--- src/rtl/niveles_multicanal.sv ---
// niveles_multicanal
// Multi-channel need-level manager for the virtual-pet core. The core keeps
// NUM_CANALES independent levels, for example hunger, sleep and fun.
//
// Each level:
//   - decays by one step every P active cycles, where P is PERIODO or
//     PERIODO_TEST depending on modo_test
//   - is raised by PASO_SUBIDA on each synchronised, edge-detected press of
//     its button
//
// A global health FSM summarises all channels for the display and sound
// blocks.
//
// Ports:
//   clk        system clock, all state on rising edge
//   B_reset    asynchronous active-high reset
//   activo     1 = decay timers and FIN counter run, 0 = they hold
//   modo_test  1 = short decay period (PERIODO_TEST)
//   sube       raw asynchronous raise buttons, bit i -> channel i
//   nivel      packed levels, channel i at [i*ANCHO_NIVEL +: ANCHO_NIVEL]
//   alerta     bit i set when level i <= UMBRAL_ALERTA (no lag vs nivel)
//   estado     registered health state: 0 NORMAL, 1 ALERTA, 2 CRITICO, 3 FIN
module niveles_multicanal #(
  parameter int NUM_CANALES   = 3,
  parameter int ANCHO_NIVEL   = 2,
  parameter int PERIODO       = 65,
  parameter int PERIODO_TEST  = 5,
  parameter int PASO_SUBIDA   = 1,
  parameter int UMBRAL_ALERTA = 1,
  parameter int LIMITE_FIN    = 130
) (
  input  logic                               clk,
  input  logic                               B_reset,
  input  logic                               activo,
  input  logic                               modo_test,
  input  logic [NUM_CANALES-1:0]             sube,
  output logic [NUM_CANALES*ANCHO_NIVEL-1:0] nivel,
  output logic [NUM_CANALES-1:0]             alerta,
  output logic [1:0]                         estado
);

  localparam int NIVEL_MAX = (1 << ANCHO_NIVEL) - 1;
  localparam int PMAX      = (PERIODO > PERIODO_TEST) ? PERIODO : PERIODO_TEST;
  localparam int TW        = $clog2(PMAX + 1);
  localparam int FW        = $clog2(LIMITE_FIN + 1);

  localparam logic [TW-1:0]          P_NORMAL_M1 = TW'(PERIODO - 1);
  localparam logic [TW-1:0]          P_TEST_M1   = TW'(PERIODO_TEST - 1);
  localparam logic [ANCHO_NIVEL:0]   PASO_W      = (ANCHO_NIVEL + 1)'(PASO_SUBIDA);
  localparam logic [ANCHO_NIVEL:0]   MAX_W       = (ANCHO_NIVEL + 1)'(NIVEL_MAX);
  localparam logic [ANCHO_NIVEL:0]   UMBRAL_W    = (ANCHO_NIVEL + 1)'(UMBRAL_ALERTA);
  localparam logic [ANCHO_NIVEL-1:0] NIVEL_MAX_N = ANCHO_NIVEL'(NIVEL_MAX);
  localparam logic [FW-1:0]          LIM_W       = FW'(LIMITE_FIN);

  typedef enum logic [1:0] {
    NORMAL  = 2'd0,
    ALERTA  = 2'd1,
    CRITICO = 2'd2,
    FIN     = 2'd3
  } estado_t;

  estado_t estado_q;
  logic [NUM_CANALES-1:0] sync1_q;
  logic [NUM_CANALES-1:0] sync2_q;
  logic [NUM_CANALES-1:0] prev_q;
  logic [NUM_CANALES-1:0] press;
  logic [NUM_CANALES-1:0] en_cero;
  logic [FW-1:0]          fin_cnt_q;
  logic [TW-1:0]          periodo_m1;
  logic                   en_fin;
  logic                   alguno_cero;
  logic                   alguna_alerta;

  assign en_fin        = (estado_q == FIN);
  assign periodo_m1    = modo_test ? P_TEST_M1 : P_NORMAL_M1;
  assign alguno_cero   = |en_cero;
  assign alguna_alerta = |alerta;

  // Flops reset to 1 so that a button already held at reset release
  // looks like "still high" rather than a fresh rising edge.
  always_ff @(posedge clk or posedge B_reset) begin
    if (B_reset) begin
      sync1_q <= '1;
      sync2_q <= '1;
      prev_q  <= '1;
    end else begin
      sync1_q <= sube;
      sync2_q <= sync1_q;
      prev_q  <= sync2_q;
    end
  end

  // Presses are dropped once the pet has reached FIN.
  assign press = sync2_q & ~prev_q & {NUM_CANALES{~en_fin}};

  for (genvar i = 0; i < NUM_CANALES; i++) begin : g_canal
    logic [ANCHO_NIVEL-1:0] nivel_q;
    logic [TW-1:0]          timer_q;
    logic [ANCHO_NIVEL:0]   suma;

    assign suma = {1'b0, nivel_q} + PASO_W;

    // A press wins over a simultaneous expiry.
    // Timers run on >= so that switching to a shorter period mid-count
    // expires on the next active cycle instead of wrapping around.
    always_ff @(posedge clk or posedge B_reset) begin
      if (B_reset) begin
        nivel_q <= NIVEL_MAX_N;
        timer_q <= '0;
      end else if (!en_fin) begin
        if (press[i]) begin
          nivel_q <= (suma > MAX_W) ? NIVEL_MAX_N : suma[ANCHO_NIVEL-1:0];
          timer_q <= '0;
        end else if (activo) begin
          if (timer_q >= periodo_m1) begin
            timer_q <= '0;
            if (nivel_q != '0) begin
              nivel_q <= nivel_q - 1'b1;
            end
          end else begin
            timer_q <= timer_q + 1'b1;
          end
        end
      end
    end

    assign nivel[i*ANCHO_NIVEL +: ANCHO_NIVEL] = nivel_q;
    assign en_cero[i] = (nivel_q == '0);
    assign alerta[i]  = ({1'b0, nivel_q} <= UMBRAL_W);
  end

  // Counts active cycles spent with at least one channel empty.
  // Leaving the empty condition always restarts the count, even while paused.
  always_ff @(posedge clk or posedge B_reset) begin
    if (B_reset) begin
      fin_cnt_q <= '0;
    end else if (!en_fin) begin
      if (!alguno_cero) begin
        fin_cnt_q <= '0;
      end else if (activo && fin_cnt_q != LIM_W) begin
        fin_cnt_q <= fin_cnt_q + 1'b1;
      end
    end
  end

  // Health FSM. FIN is terminal until reset.
  always_ff @(posedge clk or posedge B_reset) begin
    if (B_reset) begin
      estado_q <= NORMAL;
    end else if (!en_fin) begin
      if (fin_cnt_q == LIM_W) begin
        estado_q <= FIN;
      end else if (alguno_cero) begin
        estado_q <= CRITICO;
      end else if (alguna_alerta) begin
        estado_q <= ALERTA;
      end else begin
        estado_q <= NORMAL;
      end
    end
  end

  assign estado = estado_q;

endmodule

--- config.mk ---
export PLATFORM = sky130hd
export DESIGN_NAME = niveles_multicanal
export DESIGN_NICKNAME = d
export VERILOG_FILES = /design/src/rtl/niveles_multicanal.sv
export SDC_FILE = /design/constraint.sdc
export NUM_CORES = 1
export LEC_CHECK = 0
export BUFFER_PORTS_ARGS = -buffer_cell sky130_fd_sc_hd__buf_2
export CAP_MARGIN = 20
export CORE_UTILIZATION = 50
export DETAILED_ROUTE_END_ITERATION = 8
export PLACE_DENSITY = 0.68
export SLEW_MARGIN = 20
export SYNTH_ARGS = -nofsm -noshare
export SYNTH_HDL_FRONTEND = slang
export SYNTH_SLANG_ARGS = --single-unit
--- constraint.sdc ---
create_clock -name clk -period 3.2 [get_ports clk]
set_input_delay 0.64 -clock clk [delete_from_list [all_inputs] [get_ports clk]]
set_output_delay 0.64 -clock clk [all_outputs]
set_load 0.02 [all_outputs]
==> impl_metrics.tcl <==
set metrics [dict create \
    ys_ff_latch 46 \
    synth_edf_count 0 \
    syn_area_mm2 0.00270 \
    async_reset_ff_share_pct 100 \
    ys_top_cells_by_area "dfrtp_1, dfstp_2, ha_1" \
    cp-end-kind "primary output" \
    htree_levels 2 \
    clkLatencyLatePin_ns 0.30 \
    initial_utilization_pct 52.5 \
    critPathMaxStageDelay_ns 0.56 \
    antenna_left 0 \
    ys_types 54 \
    use_met1_pct 27.2 \
    wirelength_mm 5.33 \
    drive_above_1_share_pct 17.7 \
    tightest_slew_ns 0.701 \
    num_rows 26 \
    grt_pass1_vias 1974 \
    dpl.cell_count 344 \
    timing.final.crit_share_pct 67.0 \
    slowest_stage "dfstp_2" \
    hpwl_mm 3.72 \
    numCtsBuffers 5 \
    place_congestion 0.810 \
    drt_pass1_iterations 4 \
    relSlewSlack_pct 53.3 \
    track_usage_pct 21.3 \
    synth_top_cell_by_area "dfrtp_1" \
    cts_tree "yes" \
    die_area_mm2 0.00570 \
    overflow 0 \
    core_area_mm2 0.00514 \
    slew_violations 0 \
    drcViolationCount 0 \
    cts_setup_buffers 0 \
    diodes 0 \
    top_usage_layer "met2" \
    root_buffer "clkbuf_8" \
    avgSynthCellArea_um2 10.2 \
    via_per_inst 5.65 \
    synth_top_area_share_pct 28.7 \
    tns_ns 0 \
    status "completed" \
    syn_to_final_growth_pct 9.59 \
    seq_area_frac_synth_pct 43.3 \
    p_leak_nw 1.39 \
    grt_util_met3_pct 4.10 \
    nets 313 \
    finalNonFillerCells 353 \
    crit_chain "inv_1, ha_1, nand2b_1, buf_2" \
    post_cts_resized 0 \
    yosys_warnings 0 \
    hold_violations 0 \
    rsz0062_at_grt "false" \
    synthCells 265 \
    io_pins 18 \
    clock_path_buffers 2 \
    cts_hold_buf 0 \
    finalClockSkew_ns 0.00915 \
    power.density_mw_per_mm2 745 \
    cts.clk_slew.worst_paths_ns 0.08 \
    yosys_most_used_dff "dfrtp_1" \
    clock-sinks 46 \
    dieWidth_um 75.5 \
    startpoint_type "flop" \
    cap_violations 0 \
    grt_pass1_wl_mm 9.00 \
    die_y_um 75.5 \
    grt_max_degree 47 \
    crit_type "reg -> out" \
    syn_nets 296 \
    hold_class "in -> async" \
    port-buffer-count 17 \
    vdd_drop_max_mv 0.412 \
    wl_per_cell_um 15.1 \
    grt_use_met2_pct 35.1 \
    fmax_mhz 466 \
    cp_max_fo 4 \
    antenna_found_initial 0 \
    fin_crit_ns 2.15 \
    first_iter_violations 82 \
    cp.required_ns 2.56 \
    via_count 1994 \
    finalSetupViolCount 0 \
    arrival_ns 1.51 \
]
## registers in the layout, indices dropped and copies added (netlist names)
name,count
estado,2
g_canal.nivel_q,6
prev_q,3
sync2_q,3
g_canal.timer_q,21
sync1_q,3
fin_cnt_q,8
## Yosys cell counts (4+ instances only)
| cell | instances |
|---|---|
| xnor2_1 | 4 |
| nand2_1 | 16 |
| o2111ai_1 | 6 |
| xor2_1 | 10 |
| dfstp_2 | 15 |
| and2_1 | 5 |
| o21ai_0 | 7 |
| nand3_1 | 13 |
| nor2_1 | 19 |
| and3_1 | 11 |
| nand4_1 | 5 |
| a21oi_1 | 13 |
| ha_1 | 24 |
| clkbuf_1 | 4 |
| dfrtp_1 | 31 |
| nand2b_1 | 5 |
| nor3_1 | 7 |
| nor2b_1 | 4 |
| inv_1 | 18 |
## metrics by stage
| stage | util, % | setup WS (ns) | hold slack [ns] | instance area (um^2) | power (mW) |
|---|---|---|---|---|---|
| 6_report | 57.6 | 1.05 | 0.307 | 2960 | 2.21 |
| 5_1_grt | 57.6 | 0.964 | 0.329 | 2960 | 2.37 |
| 4_1_cts | 57.2 | 1.05 | 0.362 | 2940 | 2.22 |
| 3_5_place_dp | 54.9 | 0.893 | 0.348 | 2820 | 1.77 |
| 3_3_place_gp | 54.9 | 0.962 | 0.348 | 2820 | 1.75 |
| 2_1_floorplan | - | 1.26 | 0.345 | 2700 | 1.53 |
## final cells by class
type | instances | area (um^2)
inverter | 18 | 67.6
sequential | 46 | 1170
timing repair buffer | 18 | 105
tap | 70 | 87.6
multi-input combinational | 193 | 1410
clock inverter | 1 | 30.0
clock buffer | 7 | 86.3
fill | 469 | 2180
## kinds of logic after synthesis
logic type | Yosys count | synth area share [%]
compound gates | 52 | 14.9
xor+xnor | 14 | 4.54
fa+ha+maj | 24 | 11.1
buf+inv | 26 | 4.36
flops | 46 | 43.3
mux | 4 | 1.53
simple gates | 99 | 20.2
## where the power goes
part / switching (mW) / internal, mW
logic: 0.572 / 0.320
registers: 0.140 / 0.724
clock network: 0.195 / 0.255
total: 0.907 / 1.30
## cells in the final DEF, fill, tap and decap left out, types with 2 or more instances in the layout
master     synthesis  final
nand3_1           13     13
nor2_1            19     19
nor4b_1            2      2
nor2b_1            4      4
xnor2_1            4      4
a31oi_1            2      2
o2111ai_1          6      6
buf_2              1     17
nand2_1           16     16
and3_1            11     11
and2_1             5      5
a21oi_1           13     13
o211ai_1           3      3
or3_1              3      3
mux2i_1            3      3
o31ai_1            3      3
clkbuf_8           0      6
nand2b_1           5      5
o21ai_0            7      7
a211o_1            2      2
nand4_1            5      5
nor4_1             2      2
xor2_1            10     10
dfstp_2           15     15
dfrtp_1           31     31
ha_1              24     24
nor3_1             7      7
inv_1             18     17
## worst paths after layout
kind / depth (start not counted) / slack (ns) / to / startpoint
max: 4 / 1.05 / alerta[2] / g_canal[2].nivel_q[1]
min: 2 / 0.31 / g_canal[1].timer_q[5] / B_reset
max reg2reg: 5 / 1.26 / estado[1] / g_canal[0].nivel_q[0]
min reg2reg: 0 / 0.36 / sync2_q[1] / sync1_q[1]
max in group asynchronous: 3 / 2.33 / g_canal[2].nivel_q[1] / B_reset
min in group clk: 0 / 0.36 / sync2_q[1] / sync1_q[1]
## worst max-delay path, delay by kind of cell (launching register included)
kind                       cells  cell delay (ns)
DFF                            1             0.56
buffers and inverters          2             0.26
adders and majority gates      1             0.20
and+or+nand+nor                1             0.19
## metal layers
layer / vias to the layer above / wire length, um
met4: 0 / 116
met2: 27 / 2500
met1: 969 / 2560
met5: - / 0
met3: 11 / 144
li1: 987 / -
Note: power is estimated with default switching activity, not from simulation.
